### src/rtl/ram_arbiter.sv
// ram_arbiter: shares the Chip-8 4 KiB work RAM between loader, blitter and CPU
//
// Optional feature macro: RAM_ARB_ROUND_ROBIN_EN
//   defined   -> blitter/CPU contention is resolved round-robin
//   undefined -> fixed priority, blitter over CPU (no pointer register)
//
// Ports:
//   clk, reset_n                     clock, asynchronous active-low reset
//   ld_req/ld_addr/ld_wdata/ld_ack   loader write port
//   blit_req/blit_addr/blit_ack      blitter read port, blit_rvalid marks its data
//   cpu_req/cpu_wr/cpu_addr/cpu_wdata/cpu_ack   CPU read/write port, cpu_rvalid marks its data
//   rdata                            shared read data (straight from mem_rdata)
//   mem_en/mem_wr/mem_addr/mem_wdata/mem_rdata  synchronous RAM primitive
//   busy                             a read is travelling through the tag pipeline
module ram_arbiter #(
    parameter int MEM_LATENCY = 1
) (
    input  logic        clk,
    input  logic        reset_n,
    input  logic        ld_req,
    input  logic [11:0] ld_addr,
    input  logic [7:0]  ld_wdata,
    output logic        ld_ack,
    input  logic        blit_req,
    input  logic [11:0] blit_addr,
    output logic        blit_ack,
    output logic        blit_rvalid,
    input  logic        cpu_req,
    input  logic        cpu_wr,
    input  logic [11:0] cpu_addr,
    input  logic [7:0]  cpu_wdata,
    output logic        cpu_ack,
    output logic        cpu_rvalid,
    output logic [7:0]  rdata,
    output logic        mem_en,
    output logic        mem_wr,
    output logic [11:0] mem_addr,
    output logic [7:0]  mem_wdata,
    input  logic [7:0]  mem_rdata,
    output logic        busy
);
    localparam logic [1:0] TAG_NONE = 2'd0;
    localparam logic [1:0] TAG_BLIT = 2'd1;
    localparam logic [1:0] TAG_CPU  = 2'd2;

    logic                        blit_gnt, cpu_gnt;
    logic                        mem_en_q, mem_en_d, mem_wr_q, mem_wr_d;
    logic [11:0]                 mem_addr_q, mem_addr_d;
    logic [7:0]                  mem_wdata_q, mem_wdata_d;
    logic [1:0]                  tag_in;
    logic [MEM_LATENCY-1:0][1:0] tag_q, tag_d;
    logic                        blit_rvalid_q, cpu_rvalid_q;

`ifdef RAM_ARB_ROUND_ROBIN_EN
    // cpu_last_q=1 means the CPU was served last, so the blitter wins the next tie
    logic cpu_last_q, cpu_last_d;

    always_comb begin
        blit_gnt   = !ld_req && blit_req && (!cpu_req || cpu_last_q);
        cpu_gnt    = !ld_req && cpu_req && !blit_gnt;
        cpu_last_d = (blit_gnt || cpu_gnt) ? cpu_gnt : cpu_last_q;
    end

    always_ff @(posedge clk or negedge reset_n) begin
        if (!reset_n) cpu_last_q <= 1'b1;
        else          cpu_last_q <= cpu_last_d;
    end
`else
    assign blit_gnt = !ld_req && blit_req;
    assign cpu_gnt  = !ld_req && !blit_req && cpu_req;
`endif

    assign ld_ack   = ld_req;
    assign blit_ack = blit_gnt;
    assign cpu_ack  = cpu_gnt;

    // Address/data registers hold when idle or, for wdata, on reads
    always_comb begin
        mem_en_d    = ld_req || blit_gnt || cpu_gnt;
        mem_wr_d    = ld_req || (cpu_gnt && cpu_wr);
        mem_addr_d  = ld_req ? ld_addr : blit_gnt ? blit_addr : cpu_gnt ? cpu_addr : mem_addr_q;
        mem_wdata_d = ld_req ? ld_wdata : (cpu_gnt && cpu_wr) ? cpu_wdata : mem_wdata_q;
        tag_in      = blit_gnt ? TAG_BLIT : (cpu_gnt && !cpu_wr) ? TAG_CPU : TAG_NONE;
    end

    // Owner tags ride alongside the RAM latency; the final register lines the
    // rvalid strobes up with mem_rdata
    always_comb begin
        tag_d[0] = tag_in;
        for (int i = 1; i < MEM_LATENCY; i++) tag_d[i] = tag_q[i-1];
    end

    always_ff @(posedge clk or negedge reset_n) begin
        if (!reset_n) begin
            mem_en_q      <= 1'b0;
            mem_wr_q      <= 1'b0;
            mem_addr_q    <= '0;
            mem_wdata_q   <= '0;
            tag_q         <= '0;
            blit_rvalid_q <= 1'b0;
            cpu_rvalid_q  <= 1'b0;
        end else begin
            mem_en_q      <= mem_en_d;
            mem_wr_q      <= mem_wr_d;
            mem_addr_q    <= mem_addr_d;
            mem_wdata_q   <= mem_wdata_d;
            tag_q         <= tag_d;
            blit_rvalid_q <= tag_q[MEM_LATENCY-1] == TAG_BLIT;
            cpu_rvalid_q  <= tag_q[MEM_LATENCY-1] == TAG_CPU;
        end
    end

    assign mem_en      = mem_en_q;
    assign mem_wr      = mem_wr_q;
    assign mem_addr    = mem_addr_q;
    assign mem_wdata   = mem_wdata_q;
    assign blit_rvalid = blit_rvalid_q;
    assign cpu_rvalid  = cpu_rvalid_q;
    assign rdata       = mem_rdata;
    assign busy        = |tag_q;
endmodule

### config.mk
export PLATFORM = sky130hd
export DESIGN_NAME = ram_arbiter
export DESIGN_NICKNAME = d
export VERILOG_FILES = /design/src/rtl/ram_arbiter.sv
export SDC_FILE = /design/constraint.sdc
export NUM_CORES = 1
export LEC_CHECK = 0
export CORE_MARGIN = 2
export CORE_UTILIZATION = 34
export DETAILED_ROUTE_END_ITERATION = 10
export PLACE_DENSITY = 0.76
export SYNTH_ARGS = -nofsm -noshare
export SYNTH_HDL_FRONTEND = slang
export SYNTH_SLANG_ARGS = --single-unit
### constraint.sdc
create_clock -name clk -period 1 [get_ports clk]
set_input_delay 0.1 -clock clk [delete_from_list [all_inputs] [get_ports clk]]
set_output_delay 0.1 -clock clk [all_outputs]
set_load 0.1 [all_outputs]
==> results.py, run 1 <==
metrics = {
    "worst_setup_path": {
        "max_stage_delay_ns": 0.40,
        "cp.arrival_ns": 1.11,
        "path_cells": "or2_4, buf_12",
        "regToRegSetupSlack_ns": 0.06,
        "required_ns": 0.90,
        "start_kind": "flip-flop",
        "worstSetupPathType": "flip-flop to output port",
        "crit_path_top_delay_cell": "dfrtp_1",
        "worst-path-max-fanout": 3,
        "endpoint_kind": "output port",
    },
    "timing": {
        "worstMarginPinSlew_ns": 0.234,
        "fin_ws_ns": -0.208,
        "finalMaxSlewViolations": 0,
        "hold_slack_ns": 0.170,
        "hold_viol": 0,
        "finalSetupViolations": 3,
        "fin_crit_ns": 1.21,
        "min_period_over_period": 1.21,
        "max_freq_mhz": 828,
        "slew_headroom": 0.844,
        "clock-skew-final_ns": 0.000923,
        "rsz0062_at_grt": "yes",
    },
    "power_and_ir_drop": {
        "pwr_density_cell_mw_per_mm2": 1450,
        "max-vdd-ir-drop_mv": 1.02,
        "p_leak_nw": 1.24,
    },
    "logic_synthesis": {
        "synth_area_leaders": "dfrtp_1, mux2_2, a221o_1, nor2_1, buf_4",
        "ys_types": 18,
        "ys_seq_area_frac": 0.459,
        "synthesis.nets": 208,
        "yosysTopAreaCellShare": 0.459,
        "synth_top_area_cell": "dfrtp_1",
        "ys_ff_latch": 26,
        "synth_area_mm2": 0.00142,
        "avgSynthCellArea_um2": 9.99,
        "synth_cells": 142,
        "synth_warnings": 0,
    },
    "floorplan": {
        "coreArea_mm2": 0.00400,
        "fp.dieW_um": 68.6,
        "die_area_mm2": 0.00471,
        "rows": 23,
        "die-height_um": 68.6,
        "ioPinCount": 102,
        "initial_core_util": 0.355,
    },
    "routing": {
        "firstDrtPassIters": 4,
        "vias": 1287,
        "first_iter_violations": 55,
        "wl_per_cell_um": 13.9,
        "wl_um": 3900,
        "avgViaCountPerCell": 4.60,
        "drc": 0,
        "final_antenna_net_count": 0,
    },
    "flow_run": {
        "drv_cap": 0,
    },
    "clock_tree": {
        "cts_tree": "built",
        "root_buffer": "clkbuf_8",
        "cts_buffer_depth": 2,
        "path_clk_slew_ns": 0.09,
        "cts_buffers": 3,
        "clk_latency_ns": 0.27,
        "clkSinkCount": 26,
        "htreeDepth": 1,
        "cts_hold_buffers": 0,
    },
    "grt": {
        "antenna_found_initial": 0,
        "grt_max_degree": 27,
        "track_usage": 0.176,
        "grt_pass1_wl_um": 6050,
        "grt.overflow.total": 0,
        "grt_pass1_vias": 1286,
    },
    "placement": {
        "gp_congestion": 0.700,
        "io_buffers": 85,
        "post-dp-hpwl_um": 3000,
    },
    "finish": {
        "post_route_cells_drive_above_1_share": 0.409,
        "num-nets-final": 297,
        "syn_to_final_growth_pct": 96.1,
        "layout_common_cells": "clkdlybuf4s50_1, buf_12, nor2_1",
        "post-route-util": 0.696,
        "antennaDiodeCount": 0,
        "final_common_cell": "clkdlybuf4s50_1",
        "fillers": 288,
    },
    "outcome": {
        "status": "finished, violations left",
        "violations": "setup timing",
    },
    "hold_path": {
        "hold_class": "input pin to async pin",
    },
}
worst paths after layout:
path | from | end | depth (start not counted)
worst max-delay path | tag_q[1]$_DFF_PN0_ | busy | 2
worst min-delay path | reset_n | mem_wdata[6]$_DFFE_PN0P_ | 2
worst max register to register | mem_wdata[6]$_DFFE_PN0P_ | mem_wdata[6]$_DFFE_PN0P_ | 2
worst min register to register | tag_q[1]$_DFF_PN0_ | blit_rvalid$_DFF_PN0_ | 1
max in group asynchronous | reset_n | mem_wdata[0]$_DFFE_PN0P_ | 2
min in group clk | cpu_wr | tag_q[1]$_DFF_PN0_ | 2
worst max-delay path, delay by kind of cell, from the launching register on:
kind	cells	cell delay (ns)
flip-flops	1	0.40
buffers and inverters	1	0.16
AND/OR/NAND/NOR	1	0.27
Yosys cell counts:
| cell type | instances |
|---|---|
| mux2_2 | 14 |
| nand2_1 | 12 |
| buf_2 | 2 |
| clkbuf_1 | 1 |
| buf_4 | 11 |
| nor2_2 | 1 |
| a221o_1 | 12 |
| dfrtp_1 | 26 |
| or2_2 | 1 |
| a31oi_4 | 1 |
| inv_1 | 14 |
| buf_6 | 4 |
| nor3b_1 | 1 |
| nor2b_1 | 3 |
| or3_4 | 1 |
| nor2_1 | 24 |
| mux2_4 | 2 |
| a21oi_1 | 12 |
flip-flops by register name, summed over array words and instances, names as in the netlist:
register	flops
mem_wdata	8
mem_en	1
cpu_rvalid	1
mem_wr	1
blit_rvalid	1
tag_q	2
mem_addr	12
cell type report:
type | instances | area [um2] | share of cell area
multi-input combinational | 84 | 626 | 0.225
sequential | 26 | 681 | 0.245
inverter | 14 | 52.6 | 0.0189
clock buffer | 3 | 41.3 | 0.0148
tap | 50 | 62.6 | 0.0225
clock inverter | 1 | 30.0 | 0.0108
timing repair buffer | 102 | 1290 | 0.464
through the flow:
| step | instances | TNS [ns] | worst slack, ns | instance area, um2 | total power [mW] |
|---|---|---|---|---|---|
| floorplan | 142 | -1.71 | -0.482 | 1530 | 2.48 |
| global placement | 268 | -10.39 | -0.468 | 2640 | 3.13 |
| detailed placement | 268 | -10.70 | -0.489 | 2640 | 3.15 |
| CTS | 278 | -0.336 | -0.213 | 2770 | 4.06 |
| global route | 280 | -0.690 | -0.238 | 2780 | 4.20 |
| finish | 280 | -0.311 | -0.208 | 2780 | 4.04 |
cells by family (layout without fill, tap and decap cells):
| kind of cell | Yosys count | in the layout | share of synthesized area |
|---|---|---|---|
| AND/OR/NAND/NOR | 43 | 43 | 0.131 |
| multiplexers | 16 | 16 | 0.132 |
| buffers and inverters | 32 | 120 | 0.137 |
| AO/OA/AOI/OAI | 25 | 25 | 0.142 |
| flip-flops | 26 | 26 | 0.459 |
where the power goes:
part	switching (mW)	internal, mW
logic	1.06	0.824
clock network	0.342	0.536
registers	0.112	1.17
total	1.51	2.53
what timing repair did:
| action | 4_1_cts | 5_1_grt |
|---|---|---|
| buffers inserted | 6 | 2 |
| cloned | 0 | 0 |
| gates resized for setup | 10 | 4 |
| setup endpoints to repair | 28 | 24 |
| pin swaps | 2 | 1 |
metal layers:
layer | GRT usage | vias up | share of wire
met1 | 0.212 | 599 | 0.40
met3 | 0.0390 | 5 | 0.062
met5 | 0 | - | 0
met4 | 0.0450 | 0 | 0.0090
li1 | - | 640 | -
met2 | 0.316 | 43 | 0.53
No activity file was read; power rests on OpenSTA's default activity.
==> run 2: changes to the inputs <==
--- a/config.mk
+++ b/config.mk
@@ -6,9 +6,9 @@
 export NUM_CORES = 1
 export LEC_CHECK = 0
 export CORE_MARGIN = 2
-export CORE_UTILIZATION = 34
+export CORE_UTILIZATION = 37
 export DETAILED_ROUTE_END_ITERATION = 10
-export PLACE_DENSITY = 0.76
+export PLACE_DENSITY = 0.82
 export SYNTH_ARGS = -nofsm -noshare
 export SYNTH_HDL_FRONTEND = slang
 export SYNTH_SLANG_ARGS = --single-unit
==> constraint.sdc (replaced) <==
create_clock -name clk -period 1.5 [get_ports clk]
set_input_delay 0.15 -clock clk [delete_from_list [all_inputs] [get_ports clk]]
set_output_delay 0.15 -clock clk [all_outputs]
set_load 0.1 [all_outputs]
==> results.py, run 2 (same netlist as run 1, synthesis figures left out) <==
metrics = {
    "outcome": {
        "status": "completed",
    },
    "power_and_ir_drop": {
        "pwr-share-comb": 0.488,
        "fin_total_pwr_mw": 2.48,
        "p_leak_nw": 1.20,
        "clkPwrFrac": 0.175,
        "max-vdd-ir-drop_mv": 0.420,
        "switching_power_mw": 0.958,
        "cell_internal_pwr_mw": 1.52,
        "switching_share": 0.387,
        "pwr_density_cell_mw_per_mm2": 929,
        "seq_power_share": 0.338,
    },
    "worst_setup_path": {
        "regToRegSetupSlack_ns": 0.68,
        "cp.arrival_ns": 1.29,
        "worstSetupPathType": "input pin to output port",
        "endpoint_kind": "output port",
        "timing.rr.end": "mem_wdata[4]$_DFFE_PN0P_",
        "worst-path-max-fanout": 6,
        "start_kind": "input pin",
        "rr_startpoint": "mem_wdata[4]$_DFFE_PN0P_",
        "reg2reg_depth": 1,
        "required_ns": 1.35,
    },
    "floorplan": {
        "die_area_mm2": 0.00435,
        "die-height_um": 65.9,
        "initial_core_util": 0.388,
        "coreArea_mm2": 0.00366,
        "fp.dieW_um": 65.9,
        "ioPinCount": 102,
        "rows": 22,
    },
    "clock_tree": {
        "cts_hold_buffers": 0,
        "cts_buffer_depth": 2,
        "clk_latency_ns": 0.26,
        "cts_setup_buffers": 0,
        "htreeDepth": 1,
        "root_buffer": "clkbuf_8",
        "cts_resized": 0,
        "path_clk_slew_ns": 0.08,
        "cts_tree": "built",
        "cts_buffers": 3,
        "clkSinkCount": 26,
    },
    "routing": {
        "wl_per_cell_um": 12.7,
        "drc": 0,
        "vias": 1271,
        "wl_um": 3450,
        "first_iter_violations": 12,
        "firstDrtPassIters": 4,
        "avgViaCountPerCell": 4.67,
        "final_antenna_net_count": 0,
    },
    "placement": {
        "io_buffers": 85,
        "dp_cells": 268,
        "post-dp-hpwl_um": 2880,
        "gp_congestion": 0.727,
    },
    "timing": {
        "max_freq_mhz": 696,
        "rsz0062_at_grt": "no",
        "clock-skew-final_ns": 0.000330,
        "fin_crit_ns": 1.44,
        "slew_headroom": 0.728,
        "finalMaxSlewViolations": 0,
        "hold_slack_ns": 0.250,
        "finalSetupViolations": 0,
        "min_period_over_period": 0.957,
        "worstMarginPinSlew_ns": 0.409,
        "hold_viol": 0,
    },
    "grt": {
        "grt.overflow.total": 0,
        "antenna_found_initial": 0,
        "grt_pass1_vias": 1195,
        "grt_max_degree": 27,
        "track_usage": 0.163,
        "grt_pass1_wl_um": 5460,
    },
    "finish": {
        "num-nets-final": 291,
        "fillers": 288,
        "post_route_cells_drive_above_1_share": 0.295,
        "fin_cells": 272,
        "layout_common_cells": "clkdlybuf4s50_1, buf_12, dfrtp_1",
        "largest_reg_flops": 12,
        "syn_to_final_growth_pct": 87.7,
        "antennaDiodeCount": 0,
        "final_common_cell": "clkdlybuf4s50_1",
    },
    "flow_run": {
        "drv_cap": 0,
    },
    "hold_path": {
        "hold_class": "input pin to async pin",
    },
}
==> run 2: cell count changes in the layout (fill, tap and decap cells not counted), moves of 2 or more <==
cell,delta
buf_4,-6
clkbuf_2,-2
clkdlybuf4s50_1,+2
dfrtp_1,+20
dfrtp_2,-18
dfrtp_4,-2
mux2_2,+8
mux2_4,-8
==> run 2: power by group through the flow <==
stage                     clock [mW]  sequential (mW)  combinational, mW
after floorplan                    0             1.29              0.317
after global placement             0            0.849               1.20
after detailed placement           0            0.853               1.21
after CTS                      0.450            0.838               1.22
after global routing           0.492            0.844               1.25
final                          0.432            0.836               1.21
==> run 2: worst max path at each step <==
stage | start | to | slack (ns) | cells past startpoint
2_1_floorplan | blit_req | tag_q[1]$_DFF_PN0_ | -0.09 | 4
3_3_place_gp | blit_req | mem_addr[8]$_DFFE_PN0P_ | 0.01 | 5
3_5_place_dp | cpu_req | mem_wdata[1]$_DFFE_PN0P_ | -0.05 | 4
4_1_cts | blit_req | cpu_ack | 0.006 | 5
5_1_grt | cpu_req | cpu_ack | 0.03 | 3
6_report | cpu_req | cpu_ack | 0.06 | 3
==> run 2: area by class of cell <==
type	count	area, um2	area share
Inverter	14	52.6	0.0197
Clock buffer	4	55.1	0.0207
Timing Repair Buffer	96	1250	0.470
Multi-Input combinational cell	84	593	0.223
Tap cell	48	60.1	0.0225
Sequential cell	26	651	0.244
==> run 2: worst max-delay path: stages <==
cell	delay [ns]
clkdlybuf4s50_1	0.63
nor3b_4	0.30
buf_12	0.21
==> run 2: stage by stage <==
| stage | TNS, ns | instance area (um2) | utilization | worst slack [ns] |
|---|---|---|---|---|
| floorplan | -0.0947 | 1440 | - | -0.0947 |
| global placement | 0 | 2600 | 0.711 | 0.00979 |
| detailed placement | -0.653 | 2600 | 0.711 | -0.0483 |
| CTS | 0 | 2660 | 0.726 | 0.00580 |
| global route | 0 | 2660 | 0.728 | 0.0283 |
| finish | 0 | 2660 | 0.728 | 0.0640 |
==> run 2: per-layer routing <==
metal	track usage	vias to the layer above	wire, um
met4	0.0417	0	28
met1	0.172	589	1190
met5	0	-	0
met3	0.0409	4	295
li1	-	626	-
met2	0.317	52	1940
==> run 3: changes to the inputs <==
--- a/config.mk
+++ b/config.mk
@@ -9,6 +9,7 @@
 export CORE_UTILIZATION = 37
 export DETAILED_ROUTE_END_ITERATION = 10
 export PLACE_DENSITY = 0.82
+export SETUP_SLACK_MARGIN = 0.4
 export SYNTH_ARGS = -nofsm -noshare
 export SYNTH_HDL_FRONTEND = slang
 export SYNTH_SLANG_ARGS = --single-unit
==> results.py, run 3 (same netlist as run 1, synthesis figures left out) <==
metrics = {
    "worst_setup_path": {
        "endpoint_kind": "output port",
        "worstSetupPathType": "flip-flop to output port",
        "cp.arrival_ns": 1.07,
        "rr_startpoint": "tag_q[0]$_DFF_PN0_",
        "start_kind": "flip-flop",
        "regToRegSetupSlack_ns": 0.63,
        "reg2reg_depth": 3,
        "required_ns": 1.35,
        "timing.rr.end": "blit_rvalid$_DFF_PN0_",
        "worst-path-max-fanout": 2,
        "startpoint": "tag_q[0]$_DFF_PN0_",
    },
    "clock_tree": {
        "cts_buffer_depth": 2,
        "htreeDepth": 1,
        "cts_hold_buffers": 0,
        "clkSinkCount": 26,
        "path_clk_slew_ns": 0.09,
        "cts_buffers": 3,
        "cts_tree": "built",
        "clk_latency_ns": 0.26,
        "root_buffer": "clkbuf_8",
    },
    "hold_path": {
        "hold_class": "input pin to flip-flop",
        "holdCritStartpoint": "ld_req",
        "min_to": "mem_addr[10]$_DFFE_PN0P_",
        "whs_path_depth": 3,
    },
    "placement": {
        "post-dp-hpwl_um": 3060,
        "gp_congestion": 0.748,
        "placed_cell_area_mm2": 0.00264,
        "dp_cells": 269,
        "io_buffers": 85,
        "pre_cts_ws_ns": -0.0270,
    },
    "timing": {
        "finalMaxSlewViolations": 0,
        "slew_headroom": 0.784,
        "rsz0062_at_grt": "yes",
        "max_freq_mhz": 821,
        "fin_crit_ns": 1.22,
        "worstMarginPinSlew_ns": 0.324,
        "hold_viol": 0,
        "finalSetupViolations": 0,
        "fin_ws_ns": 0.282,
        "min_period_over_period": 0.812,
        "tns_ns": 0,
        "clock-skew-final_ns": 0.00234,
    },
    "power_and_ir_drop": {
        "max-vdd-ir-drop_mv": 0.589,
        "p_leak_nw": 1.21,
        "pwr_density_cell_mw_per_mm2": 920,
    },
    "finish": {
        "multi_input_area_um2": 596,
        "ff_latch_area_um2": 676,
        "antennaDiodeCount": 0,
        "fin_cells": 278,
        "layout_common_cells": "clkdlybuf4s50_1, buf_12, nor2_1",
        "fillers": 236,
        "num-nets-final": 297,
        "design_area_mm2": 0.00274,
        "post_route_cells_drive_above_1_share": 0.409,
        "largest_reg_flops": 12,
        "syn_to_final_growth_pct": 93.0,
        "post-route-util": 0.748,
        "final_common_cell": "clkdlybuf4s50_1",
    },
    "routing": {
        "wl_um": 3870,
        "firstDrtPassIters": 4,
        "drc": 0,
        "avgViaCountPerCell": 4.77,
        "wl_per_cell_um": 13.9,
        "vias": 1327,
        "final_antenna_net_count": 0,
        "first_iter_violations": 68,
    },
    "floorplan": {
        "initial_core_util": 0.388,
        "rows": 22,
        "ioPinCount": 102,
        "die_area_mm2": 0.00435,
        "die-height_um": 65.9,
        "fp.dieW_um": 65.9,
        "coreArea_mm2": 0.00366,
    },
    "grt": {
        "track_usage": 0.183,
        "grt.overflow.total": 0,
        "grt_pass1_wl_um": 6040,
        "grt_max_degree": 27,
        "antenna_found_initial": 0,
        "grt_pass1_vias": 1288,
    },
    "outcome": {
        "status": "completed",
    },
    "flow_run": {
        "drv_cap": 0,
    },
}
[run 3: cell count changes in the layout (fill, tap and decap cells not counted), sizes merged]
cell / before / now
buf: 40 / 47
clkbuf: 4 / 5
clkdlybuf4s50: 55 / 53
dlygate4sd2: 0 / 1
dlymetal6s2s: 1 / 0
[run 3: per-layer routing]
metal	up-vias	wire, um	global-route usage
met2	42	2080	0.327
met3	4	217	0.0324
met5	-	0	0
met1	643	1520	0.211
met4	0	48	0.0833
li1	638	-	-
[run 3: area by class of cell]
| class | instances | area share |
|---|---|---|
| Tap cell | 48 | 0.0219 |
| Timing Repair Buffer | 102 | 0.475 |
| Inverter | 14 | 0.0192 |
| Clock buffer | 4 | 0.0201 |
| Multi-Input combinational cell | 84 | 0.217 |
| Sequential cell | 26 | 0.247 |
[run 3: repair_timing]
action,in CTS,in global routing
resized for setup,7,7
buffers inserted,3,2
endpoints found under the setup margin,24,9
pin swaps,4,1
[run 3: critical path, cell delays in order (launching register included)]
cell and delay (ns):
dfrtp_1 0.39, or2_4 0.24, buf_12 0.16
[run 3: worst max path at each step]
stage,end,cells after the start
4_1_cts,busy,2
5_1_grt,busy,2
6_report,busy,2
3_5_place_dp,mem_wdata[4]$_DFFE_PN0P_,5
3_3_place_gp,mem_addr[9]$_DFFE_PN0P_,5
2_1_floorplan,tag_q[1]$_DFF_PN0_,4
[run 3: power by group]
part	internal, mW	total (mW)	leakage [nW]	switching, mW
clock network	0.234	0.439	0.0288	0.205
logic	0.530	1.23	0.890	0.700
registers	0.779	0.850	0.289	0.0712
[run 3: per-stage QoR]
step / hold slack (ns) / power, mW
finish: 0.196 / 2.52
global route: 0.201 / 2.62
CTS: 0.244 / 2.54
detailed placement: 0.301 / 2.09
global placement: 0.301 / 2.07
floorplan: -0.146 / 1.63
